--- src/rtl/mem_port_arbiter.sv ---
// Arbitrates instruction-fetch and load/store requests onto one single-port RAM.
// MEM requests win over IF requests; each access lasts WAIT_CYCLES+1 cycles and ends with a one-cycle ack.
module mem_port_arbiter #(
    parameter int unsigned WAIT_CYCLES = 1,
    parameter int unsigned ADDR_W      = 32,
    parameter int unsigned DATA_W      = 32
) (
    input  logic              clk,
    input  logic              rst,
    input  logic              if_req,
    input  logic [ADDR_W-1:0] if_addr,
    output logic [DATA_W-1:0] if_rdata,
    output logic              if_ack,
    input  logic              mem_rd,
    input  logic              mem_wr,
    input  logic [ADDR_W-1:0] mem_addr,
    input  logic [DATA_W-1:0] mem_wdata,
    output logic [DATA_W-1:0] mem_rdata,
    output logic              mem_ack,
    output logic              ram_en,
    output logic              ram_we,
    output logic [ADDR_W-1:0] ram_addr,
    output logic [DATA_W-1:0] ram_wdata,
    input  logic [DATA_W-1:0] ram_rdata,
    output logic              stall_if,
    output logic              stall_mem
);

    localparam int unsigned CNT_W = 4;
    localparam logic [CNT_W-1:0] WAIT_LAST = CNT_W'(WAIT_CYCLES);

    typedef enum logic [1:0] {
        IDLE    = 2'd0,
        IF_ACC  = 2'd1,
        MEM_ACC = 2'd2
    } state_t;

    state_t            r_state;
    state_t            w_state_nxt;
    logic [CNT_W-1:0]  r_cnt;
    logic              r_if_ack;
    logic              r_mem_ack;
    logic [DATA_W-1:0] r_if_rdata;
    logic [DATA_W-1:0] r_mem_rdata;
    logic              r_ram_en;
    logic              r_ram_we;
    logic [ADDR_W-1:0] r_ram_addr;
    logic [DATA_W-1:0] r_ram_wdata;
    logic              w_mem_req;
    logic              w_grant_mem;
    logic              w_grant_if;
    logic              w_done;

    assign w_mem_req = mem_rd | mem_wr;

    always_ff @(posedge clk or posedge rst) begin
        if (rst) begin
            r_state <= IDLE;
        end else begin
            r_state <= w_state_nxt;
        end
    end

    // An ack still high in IDLE means its requester has not yet seen completion: grant nothing.
    always_comb begin
        w_state_nxt = r_state;
        w_grant_mem = 1'b0;
        w_grant_if  = 1'b0;
        w_done      = 1'b0;
        case (r_state)
            IDLE: begin
                if (!r_if_ack && !r_mem_ack) begin
                    if (w_mem_req) begin
                        w_grant_mem = 1'b1;
                        w_state_nxt = MEM_ACC;
                    end else if (if_req) begin
                        w_grant_if  = 1'b1;
                        w_state_nxt = IF_ACC;
                    end
                end
            end
            IF_ACC, MEM_ACC: begin
                if (r_cnt == WAIT_LAST) begin
                    w_done      = 1'b1;
                    w_state_nxt = IDLE;
                end
            end
            default: w_state_nxt = IDLE;
        endcase
    end

    // Access datapath: latch the winner on grant, count wait cycles, capture and ack on the final edge.
    always_ff @(posedge clk or posedge rst) begin
        if (rst) begin
            r_cnt       <= '0;
            r_if_ack    <= 1'b0;
            r_mem_ack   <= 1'b0;
            r_if_rdata  <= '0;
            r_mem_rdata <= '0;
            r_ram_en    <= 1'b0;
            r_ram_we    <= 1'b0;
            r_ram_addr  <= '0;
            r_ram_wdata <= '0;
        end else begin
            r_if_ack  <= 1'b0;
            r_mem_ack <= 1'b0;
            if (w_grant_mem) begin
                r_cnt       <= '0;
                r_ram_en    <= 1'b1;
                r_ram_we    <= mem_wr;
                r_ram_addr  <= mem_addr;
                r_ram_wdata <= mem_wdata;
            end else if (w_grant_if) begin
                r_cnt      <= '0;
                r_ram_en   <= 1'b1;
                r_ram_we   <= 1'b0;
                r_ram_addr <= if_addr;
            end else if (w_done) begin
                r_ram_en <= 1'b0;
                r_ram_we <= 1'b0;
                if (r_state == MEM_ACC) begin
                    r_mem_ack <= 1'b1;
                    if (!r_ram_we) begin
                        r_mem_rdata <= ram_rdata;
                    end
                end else begin
                    r_if_ack   <= 1'b1;
                    r_if_rdata <= ram_rdata;
                end
            end else if (r_state != IDLE) begin
                r_cnt <= r_cnt + CNT_W'(1);
            end
        end
    end

    assign if_ack    = r_if_ack;
    assign mem_ack   = r_mem_ack;
    assign if_rdata  = r_if_rdata;
    assign mem_rdata = r_mem_rdata;
    assign ram_en    = r_ram_en;
    assign ram_we    = r_ram_we;
    assign ram_addr  = r_ram_addr;
    assign ram_wdata = r_ram_wdata;
    assign stall_if  = if_req & ~r_if_ack;
    assign stall_mem = w_mem_req & ~r_mem_ack;

endmodule

--- config.mk ---
export PLATFORM = sky130hd
export DESIGN_NAME = mem_port_arbiter
export DESIGN_NICKNAME = d
export VERILOG_FILES = /design/src/rtl/mem_port_arbiter.sv
export SDC_FILE = /design/constraint.sdc
export NUM_CORES = 1
export LEC_CHECK = 0
export CORE_UTILIZATION = 42
export CTS_CLUSTER_SIZE = 20
export DETAILED_ROUTE_END_ITERATION = 6
export GPL_ROUTABILITY_DRIVEN = 0
export MAX_ROUTING_LAYER = met4
export PLACE_DENSITY = 0.86
export SETUP_SLACK_MARGIN = 0.5
export SLEW_MARGIN = 10
export SYNTH_ARGS = -nofsm -noshare
export SYNTH_HDL_FRONTEND = slang
export SYNTH_SLANG_ARGS = --single-unit
--- constraint.sdc ---
create_clock -name clk -period 5 [get_ports clk]
set_clock_uncertainty 0.2 [all_clocks]
set_input_delay 0.75 -clock clk [delete_from_list [all_inputs] [get_ports clk]]
set_output_delay 0.75 -clock clk [all_outputs]
set_load 0.005 [all_outputs]
* After elaboration in Yosys (flattened, before gate mapping)
Cells that the tools add are included.
** Word-level totals
- Flip-flop bits (word level) :: 138
- Input port bits :: 133
** Operators by class
- Add/subtract/negate cells :: 1
- Eq/ne operators :: 7
- Reductions and logical operators :: 13
- Bitwise logic cells :: 9
- Mux-type cells :: 33
** Operator list (count)
- $mux W32 :: 2
- $mux W1 :: 22
- $mux W4 :: 4
- $mux W2 :: 4
- $ne A3 B3 Y1 const B :: 2
- $not A1 Y1 :: 6
- $reduce_bool A3 Y1 :: 2
- $reduce_and A5 Y1 :: 1
- $add A4 B1 Y4 const B :: 1
- $eq A4 B1 Y1 const B :: 1
- $ne A2 B2 Y1 const B :: 2
- $pmux W2 S2 :: 1
- $reduce_and A4 Y1 :: 1
- $reduce_bool A2 Y1 :: 2
- $reduce_and A3 Y1 :: 1
- $and A1 B1 Y1 :: 2
- $eq A2 B1 Y1 const B :: 1
- $eq A2 B2 Y1 const B :: 1
- $logic_not A1 Y1 :: 2
- $logic_not A2 Y1 :: 1
- $reduce_and A2 Y1 :: 1
- $reduce_or A2 Y1 :: 1
- $logic_and A1 B1 Y1 :: 1
- $or A1 B1 Y1 :: 1

* Depth between registers and ports, before layout
- Depth in word-level cells :: 6
- Mapped depth :: 8

* Least setup slack after synthesis
No wires, ideal clock.
- Path type :: input to output
- From :: in mem_wr
- To :: out stall_mem
- Arrival time :: 1.396 ns
- Path buffers :: 1
- Data required time :: 4.050 ns
- Cell stages on the path :: 3
- Path slack :: 2.654 ns
- Cells stage by stage :: nor2_1 -> clkbuf_1 -> nor2_1
** On the way
- Cells in the longest elaborated chain, start to end :: 2
** Ends and longest elaborated chain
- from (decl) :: RTL line 15 : input logic mem_wr,
- $or A1 B1 Y1 :: RTL line 54 : assign w_mem_req = mem_rd | mem_wr;
- $and A1 B1 Y1 :: RTL line 145 : assign stall_mem = w_mem_req & ~r_mem_ack;
- to (decl) :: RTL line 26 : output logic stall_mem
Every way passes these cells.

* Worst setup path in the final report
- From :: reg r_state[0]
- To :: reg r_if_rdata[5] (netlist: if_rdata[5])
** On the way
- Cells in the longest elaborated chain, start to end :: 4
- Elaborated cells on any way between the ends :: 11
** Ends and longest elaborated chain
- from (decl) :: RTL line 38 : state_t r_state;
- from (signal assigned) :: RTL line 60 : r_state <= w_state_nxt;
- $eq A2 B2 Y1, or another cell as far along :: RTL line 70, 121
- $reduce_or A2 Y1 / $mux W1 (equally long branches) :: RTL line 70 : case (r_state)
- $mux W1 / $not A1 Y1 (equally long branches)
- $reduce_and A4 Y1 (no line) *
- to (signal assigned) :: RTL line 128 : r_if_rdata <= ram_rdata;
- to (decl) :: RTL line 43 : logic [DATA_W-1:0] r_if_rdata;
Mark *: on every way between the ends. The rest lies on a longest branch, timed or not.
A chain may end at the register's enable or synchronous reset.

==> flow_summary.json <==
{
  "outcome": "complete, but fails checks",
  "violations": "DRC",
  "cts_resized": 0,
  "grt_pass1_wl_mm": 26.0,
  "synth_cells": 445,
  "arrival_ns": 3.53,
  "die_area_mm2": 0.0145,
  "path_clk_slew_ns": 0.06,
  "avgSynthCellArea_um2": 13.2,
  "final_util_pct": 68.8,
  "irDropWorstVdd_v": 0.000330,
  "slew_violations": 0,
  "design_area_mm2": 0.00926,
  "synthFlopType": "dfrtp_1",
  "yosysTopAreaCell": "dfrtp_1",
  "ys_ff_latch": 138,
  "grt_pass1_vias": 4948,
  "crit_path_max_fanout": 36,
  "synthTopCellsByArea": "dfrtp_1 (59%), mux2_2 (13%), mux2_4 (7.4%)",
  "die_y_um": 120,
  "place_area_mm2": 0.00866,
  "ctsHoldBuffers": 0,
  "synth_area_mm2": 0.00589,
  "core_mm2": 0.0135,
  "fin_setup_tns_ns": 0,
  "die_x_um": 120,
  "crit_type": "register to register",
  "firstDrtPassIters": 7,
  "synth_nets": 582,
  "post-route-period-util_pct": 68.7,
  "ios": 267,
  "leakagePower_nw": 3.91,
  "core.rowCount": 42,
  "hold_viol_final": 0,
  "yosysWarnings": 0,
  "syn2layout_area_growth_pct": 57.1,
  "period_minus_slack_ns": 3.43,
  "wl_mm": 16.7,
  "critPathTopFamily": "simple AND/OR/NAND/NOR gates",
  "route.antenna.remaining_nets": 0,
  "maxSlewHeadroom_pct": 25.5,
  "cts.sinks": 138,
  "ys_types": 42,
  "max-clock-path-buffers": 2,
  "globalRouteOverflowTotal": 0,
  "critPathCaptureType": "register",
  "cp_data_required_time_ns": 5.09,
  "io_buffers": 266,
  "hold_ws_ns": 0.290,
  "hold_class": "register to register",
  "antenna_found_initial": 0,
  "tightest_slew_ns": 1.12,
  "post_cts_buffers": 0,
  "clock_latency_ns": 0.41,
  "mostFrequentLayoutCell": "clkdlybuf4s50_1",
  "cts_buffers": 17,
  "vias_per_cell": 5.29,
  "yosysSeqAreaShare_pct": 58.6,
  "power_density_mw_per_mm2": 639,
  "synth_top_area_share_pct": 58.6,
  "synth_edf_count": 0,
  "grt_max_degree": 73,
  "cts_root_buffer": "clkbuf_16",
  "slowest_delay_ns": 0.94,
  "vias": 4741,
  "initial_core_util_pct": 43.8,
  "dpl.hpwl_mm": 11.9,
  "max_freq_mhz": 291,
  "cp-start-kind": "register",
  "rsz0062_at_grt": "false",
  "tritoncts": "yes",
  "cap_violations": 0,
  "cts-htree-levels": 4,
  "ys_async_sr_fraction_pct": 100,
  "routedWlPerCell_um": 18.6,
  "grt_usage_pct": 24.0,
  "setup_viol": 0,
  "nNetsFinal": 844,
  "crit_slowest_cell": "or3b_1",
  "antennaDiodeCount": 0,
  "critPathBufInv": 2,
  "drcViolationCount": 1,
  "drive_above_1_share_pct": 20.0,
  "drt_iter0_drc": 313,
  "layout_common_cells": "clkdlybuf4s50_1 (266), dfrtp_1 (138), mux2_2 (66)",
  "worstPathCellList": "inv_1 > ha_1 > or3b_1 > o211a_2 > buf_4 > mux2_4"
}
[through the flow]
step | instances | setup slack (ns) | total power [W]
after CTS | 896 | 1.58 | 0.00595
after global routing | 896 | 1.39 | 0.00625
after floorplan | 445 | 2.33 | 0.00326
final | 896 | 1.57 | 0.00591
after detailed placement | 864 | 1.36 | 0.00468
after global placement | 864 | 1.50 | 0.00455
[Yosys cell counts (all sizes together) (2+ instances only)]
cell / number
a21oi: 34
a22o: 2
buf: 11
clkbuf: 19
dfrtp: 138
ha: 4
inv: 8
mux2: 96
nand2: 3
nand2b: 2
nor2: 36
nor3b: 2
o21ai: 36
o31ai: 32
or2: 2
or3b: 2
[path summary, 6_finish.rpt]
path | from | end | slack (ns) | cells past startpoint
worst max-delay path | r_state[0]$_DFFE_PP0P_ | if_rdata[5]$_DFFE_PP0P_ | 1.57 | 6
worst min-delay path | ram_en$_DFFE_PP0P_ | ram_en$_DFFE_PP0P_ | 0.29 | 2
worst max register to register | r_state[0]$_DFFE_PP0P_ | if_rdata[5]$_DFFE_PP0P_ | 1.57 | 6
worst min register to register | ram_en$_DFFE_PP0P_ | ram_en$_DFFE_PP0P_ | 0.29 | 2
max in group asynchronous | rst | ram_addr[27]$_DFFE_PP0P_ | 3.20 | 3
min in group asynchronous | rst | ram_wdata[3]$_DFFE_PP0P_ | 0.77 | 3
[worst min-delay path, delay by kind of cell, from the launching register on]
kind / cells / cell delay (ns)
flip-flops: 1 / 0.34
AND/OR/NAND/NOR: 2 / 0.11
[area by class of cell]
| cell class | instances | area (µm²) |
|---|---|---|
| tap | 176 | 220 |
| clock inverter | 13 | 144 |
| multi-input combinational | 269 | 2250 |
| fill | 930 | 4200 |
| sequential | 138 | 3450 |
| timing repair buffer | 273 | 2720 |
| clock buffer | 19 | 443 |
| inverter | 8 | 33.8 |
[kinds of logic (layout without fill, tap and decap cells)]
family,after synthesis,in the layout,synth area share [%]
flip-flops,138,138,58.6
AO/OA/AOI/OAI,114,114,11.9
multiplexers,96,96,20.2
AND/OR/NAND/NOR,54,54,4.57
buffers and inverters,38,313,3.76
adder cells (fa/ha/maj),4,4,0.849
XOR/XNOR,1,1,0.149
[flip-flops by register name, summed over array words and instances (netlist names)]
register / count
ram_wdata: 32
r_cnt: 4
ram_we: 1
ram_en: 1
if_ack: 1
if_rdata: 32
mem_ack: 1
mem_rdata: 32
ram_addr: 32
r_state: 2
[power breakdown]
part	switching, W	internal [W]
logic	0.00105	0.00167
clock network	0.000491	0.000751
registers	0.000296	0.00165
[layer usage]
metal	track usage [%]	share of wire (%)	up-vias
met5	-	0	-
li1	-	-	2131
met4	9.03	2.3	0
met2	40.6	51	236
met1	27.4	40	2343
met3	6.42	7.3	31
(Power assumes the default switching activity.)
